## src/rtl/stopwatch_ctrl.sv

```systemverilog
// Stopwatch sequencer wrapped around timer_60.
// Generates the timer_60 count enable from a prescaler and issues its clear.
// Extends the 00-59 seconds range with a minutes counter.
// Provides a display path that can be frozen while a lap time is shown.
module stopwatch_ctrl #(
  parameter int DIV     = 4,   // clk cycles per timer tick, >= 2
  parameter int MIN_MAX = 99   // last minutes value before wrapping, <= 127
) (
  input  logic       clk,
  input  logic       reset,        // asynchronous, active-low
  input  logic       start_stop,
  input  logic       lap_clear,
  input  logic [3:0] timer_low,
  input  logic [2:0] timer_high,
  output logic       timer_enable,
  output logic       timer_clear,
  output logic [3:0] disp_low,
  output logic [2:0] disp_high,
  output logic [6:0] disp_min,
  output logic       running,
  output logic       lap_active
);

  localparam int              PW         = (DIV > 2) ? $clog2(DIV) : 1;
  localparam logic [PW-1:0]   PRESC_LAST = PW'(DIV - 1);
  localparam logic [6:0]      MIN_LAST   = 7'(MIN_MAX);

  typedef enum logic [1:0] {
    IDLE  = 2'd0,
    RUN   = 2'd1,
    LAP   = 2'd2,
    PAUSE = 2'd3
  } state_t;

  state_t          state_q,     state_d;
  logic [PW-1:0]   presc_q,     presc_d;
  logic [6:0]      minutes_q,   minutes_d;
  logic            tick_q,      tick_d;
  logic            clear_q,     clear_d;
  logic [3:0]      disp_low_q,  disp_low_d;
  logic [2:0]      disp_high_q, disp_high_d;
  logic [6:0]      disp_min_q,  disp_min_d;
  logic            running_q,   running_d;
  logic            lap_q,       lap_d;

  logic            counting;
  logic            presc_wrap;
  logic            minute_roll;

  assign counting    = (state_q == RUN) || (state_q == LAP);
  assign presc_wrap  = counting && (presc_q == PRESC_LAST);
  // Same edge on which timer_60 itself rolls 59 -> 00.
  assign minute_roll = tick_q && (timer_high == 3'd5) && (timer_low == 4'd9);

  // Next-state logic: transitions, prescaler, minutes and display capture.
  always_comb begin
    state_d     = state_q;
    presc_d     = presc_q;
    minutes_d   = minutes_q;
    tick_d      = 1'b0;
    clear_d     = 1'b0;
    disp_low_d  = disp_low_q;
    disp_high_d = disp_high_q;
    disp_min_d  = disp_min_q;

    // Prescaler phase is kept in PAUSE so a resume continues mid-period.
    case (state_q)
      RUN, LAP: presc_d = presc_wrap ? '0 : presc_q + PW'(1);
      IDLE:     presc_d = '0;
      default:  presc_d = presc_q;
    endcase
    tick_d = presc_wrap;

    // start_stop has priority over lap_clear in every state.
    case (state_q)
      IDLE: begin
        if (start_stop)     state_d = RUN;
        else if (lap_clear) clear_d = 1'b1;
      end
      RUN: begin
        if (start_stop)     state_d = PAUSE;
        else if (lap_clear) state_d = LAP;
      end
      LAP: begin
        if (start_stop)     state_d = PAUSE;
        else if (lap_clear) state_d = RUN;
      end
      PAUSE: begin
        if (start_stop) begin
          state_d = RUN;
        end else if (lap_clear) begin
          state_d = IDLE;
          clear_d = 1'b1;
          presc_d = '0;
        end
      end
      default: state_d = IDLE;
    endcase

    // Clearing the timer also clears the minutes it extends.
    if (clear_d)          minutes_d = '0;
    else if (minute_roll) minutes_d = (minutes_q == MIN_LAST) ? 7'd0 : minutes_q + 7'd1;

    // Display follows live values except while a lap time is held.
    if (state_q != LAP) begin
      disp_low_d  = timer_low;
      disp_high_d = timer_high;
      disp_min_d  = minutes_q;
    end

    running_d = (state_d == RUN) || (state_d == LAP);
    lap_d     = (state_d == LAP);
  end

  // All state and registered outputs, cleared asynchronously by reset.
  always_ff @(posedge clk or negedge reset) begin
    if (!reset) begin
      state_q     <= IDLE;
      presc_q     <= '0;
      minutes_q   <= '0;
      tick_q      <= 1'b0;
      clear_q     <= 1'b0;
      disp_low_q  <= '0;
      disp_high_q <= '0;
      disp_min_q  <= '0;
      running_q   <= 1'b0;
      lap_q       <= 1'b0;
    end else begin
      state_q     <= state_d;
      presc_q     <= presc_d;
      minutes_q   <= minutes_d;
      tick_q      <= tick_d;
      clear_q     <= clear_d;
      disp_low_q  <= disp_low_d;
      disp_high_q <= disp_high_d;
      disp_min_q  <= disp_min_d;
      running_q   <= running_d;
      lap_q       <= lap_d;
    end
  end

  assign timer_enable = tick_q;
  assign timer_clear  = clear_q;
  assign disp_low     = disp_low_q;
  assign disp_high    = disp_high_q;
  assign disp_min     = disp_min_q;
  assign running      = running_q;
  assign lap_active   = lap_q;

endmodule

```

## config.mk

```make
export PLATFORM = sky130hd
export DESIGN_NAME = stopwatch_ctrl
export DESIGN_NICKNAME = d
export VERILOG_FILES = /design/src/rtl/stopwatch_ctrl.sv
export SDC_FILE = /design/constraint.sdc
export NUM_CORES = 1
export LEC_CHECK = 0
export ABC_AREA = 1
export BUFFER_PORTS_ARGS = -buffer_cell sky130_fd_sc_hd__clkbuf_2
export CORE_MARGIN = 4
export CORE_UTILIZATION = 35
export CTS_CLUSTER_DIAMETER = 80
export DETAILED_ROUTE_END_ITERATION = 8
export PLACE_DENSITY = 0.63
export SLEW_MARGIN = 10
export SYNTH_ARGS = -nofsm -noshare
export SYNTH_HDL_FRONTEND = slang
export SYNTH_SLANG_ARGS = --single-unit
export TNS_END_PERCENT = 30
```

## constraint.sdc

```tcl
create_clock -name clk -period 1.9 [get_ports clk]
set_clock_uncertainty 0.1 [all_clocks]
set_input_delay 0.285 -clock clk [delete_from_list [all_inputs] [get_ports clk]]
set_output_delay 0.285 -clock clk [all_outputs]
set_load 0.02 [all_outputs]
```

==> results.cfg <==
[yosys]
yosys_warnings = 0
syn-cell-area_um2 = 1390
yosysTopAreaCell = dfrtp_1
ys_seq_elements = 29
synthTopCellsByArea = dfrtp_1 52%, nand2_1 12%, ha_1 7.2%
syn-num-nets = 181
avgSynthCellArea_um2 = 8.59
yosysTopAreaCellShare_pct = 52.2
yosysSeqAreaShare_pct = 52.2
synth_cells = 162
synth_cell_types = 19

[worst_setup_path]
critPathBufInv = 3
crit_top_cell = inv_1
start_kind = flop
cp.arrival_ns = 1.75
cpPeakStageDelay_ns = 0.40
crit_path_end_kind = flop
critPathTopFamily = adder cells
worstPathRequired_ns = 1.97
crit_chain = inv_1 -> ha_1 -> inv_1 -> nand2_1 -> a21oi_1 -> o21ai_0 -> ha_1 -> inv_1
critPathKind = flop to flop
crit_path_top_delay_cell = dfrtp_1
path_max_fanout = 4

[global_routing]
grt_pass1_wl_um = 4940
grt_remaining_overflow = 0
grt_pass1_vias = 1146
grt_max_degree = 30
antenna_found_initial = 0
grtUsageMet3_pct = 6.82
use_met1_pct = 14.8
grt_use_met2_pct = 19.3
grt_usage_pct = 12.5
busiest_layer = met2

[layout]
nFillCells = 378
area_growth_syn_to_layout_pct = 22.8
regArea_um2 = 726
drive_gt1_share_pct = 20.2
final_cell_mix = 44 x nand2_1, 29 x dfrtp_1, 28 x clkbuf_2
fin_nets = 216
layout_commonest_cell = nand2_1
diodes = 0
multi_input_area_um2 = 552

[power]
p_leak_uw = 0.000921
p_total_uw = 2690
vdd_drop_max_mv = 0.877
power.density_nw_per_um2 = 1570

[die]
die_x_um = 71.1
dieHeight_um = 71.1
die-area_um2 = 5050
start_util_pct = 37.2
rows = 22
core_area_um2 = 3740
num_io_pins = 29

[drt]
drc_errors = 0
drt_pass1_iterations = 4
drtIter0Drc = 50
ant_nets = 0
wl_per_cell_um = 11.1
wl_um = 2730
viasPerCell = 4.57
vias = 1124

[clocking]
cts_tree = built
cts_root_buf = clkbuf_8
cts_num_sinks = 29
clock_latency_ns = 0.28
h-tree-depth = 2
clkTransAtPathRegs_ns = 0.06
cts_buffers = 5
clockBufferDepth = 2

[placement]
finalWeightedCongestion = 0.867
dp_hpwl_um = 2060
portBuffers = 28

[worst_hold_path]
worstHoldPathType = input port to flop

[sta]
fmax_mhz = 595
fin_setup_tns_ns = 0
setup_violations = 0
rsz0062_at_grt = no
tightest_slew_ns = 0.707
maxSlewHeadroom_pct = 52.9
drv_slew = 0
period_needed_ns = 1.68
min_period_over_period_pct = 88.5
hold_viol_final = 0

[run_status]
outcome = completed

[run]
drv_cap = 0
==> worst paths after layout <==
path,end,depth (start not counted),startpoint,slack (ns)
setup / recovery,running$_DFF_PN0_,8,state_q[0]$_DFF_PN0_,0.22
min in group asynchronous,disp_min[4]$_DFFE_PN0N_,2,reset,0.48
hold reg to reg,disp_low[0]$_DFFE_PN0N_,2,disp_low[0]$_DFFE_PN0N_,0.38
setup reg to reg,running$_DFF_PN0_,8,state_q[0]$_DFF_PN0_,0.22
hold / removal,disp_low[0]$_DFFE_PN0N_,3,timer_low[0],0.11
max in group asynchronous,state_q[0]$_DFF_PN0_,2,reset,0.76
==> cells by family after synthesis <==
| kind of cell | after synthesis | share of synthesized area [%] |
|---|---|---|
| and+or+nand+nor | 75 | 24.0 |
| buffers and inverters | 27 | 8.18 |
| DFF | 29 | 52.2 |
| adders and majority gates | 8 | 7.19 |
| AOI/OAI and AO/OA | 23 | 8.45 |
==> cell usage after synthesis <==
library cell / number
a21oi_1: 4
buf_2: 1
buf_8: 1
clkbuf_1: 1
dfrtp_1: 29
ha_1: 8
inv_1: 23
inv_2: 1
nand2_1: 44
nand2_4: 1
nand3_1: 8
nand3_4: 1
nand4_1: 7
nor2_1: 12
nor3_1: 1
nor4_1: 1
o21ai_0: 14
o21ai_1: 4
o31ai_1: 1
==> final cells by class <==
cell class | count | share of cell area (%)
well taps | 48 | 3.51
clock buffers | 7 | 5.05
multi-input cells | 106 | 32.3
inverters | 24 | 5.27
repair buffers | 31 | 9.66
flip-flops and latches | 29 | 42.5
clock inverters | 1 | 1.76
==> sequential cells by signal (all words and copies together), names as in the netlist <==
signal	cells
disp_high	3
disp_low	4
disp_min	7
lap_active	1
minutes_q	7
presc_q	2
running	1
state_q	2
timer_clear	1
timer_enable	1
==> per-layer routing <==
layer / part of all wire [%] / wire [um]
met1: 47 / 1280
met3: 7.0 / 190
met2: 45 / 1230
met4: 0.99 / 27
met5: 0 / 0
==> metrics by stage <==
stage / instances / utilization [%] / cell area, um^2 / hold slack (ns) / worst slack (ns)
3_3_place_gp: 237 / 42.3 / 1580 / 0.279 / 0.236
2_1_floorplan: 162 / - / 1390 / -0.111 / 0.274
5_1_grt: 246 / 45.7 / 1710 / 0.108 / 0.0371
4_1_cts: 246 / 45.7 / 1710 / 0.107 / 0.204
3_5_place_dp: 237 / 42.3 / 1580 / 0.271 / 0.219
6_report: 246 / 45.7 / 1710 / 0.113 / 0.218
==> worst reg2reg max path, stage by stage, from the launching register on <==
cell	delay, ns
dfrtp_1	0.40
inv_1	0.09
ha_1	0.21
inv_1	0.12
nand2_1	0.07
a21oi_1	0.12
o21ai_0	0.14
ha_1	0.29
inv_1	0.03
==> what timing repair did <==
item	4_1_cts	5_1_grt
hold endpoints to repair	29	0
setup buffers	0	0
resized for setup	0	0
hold buffers	1	0
==> power breakdown <==
part | internal, uW | switching (uW)
clock network | 427 | 220
logic | 351 | 670
registers | 852 | 165
total | 1630 | 1060
(Power assumes the default switching activity.)
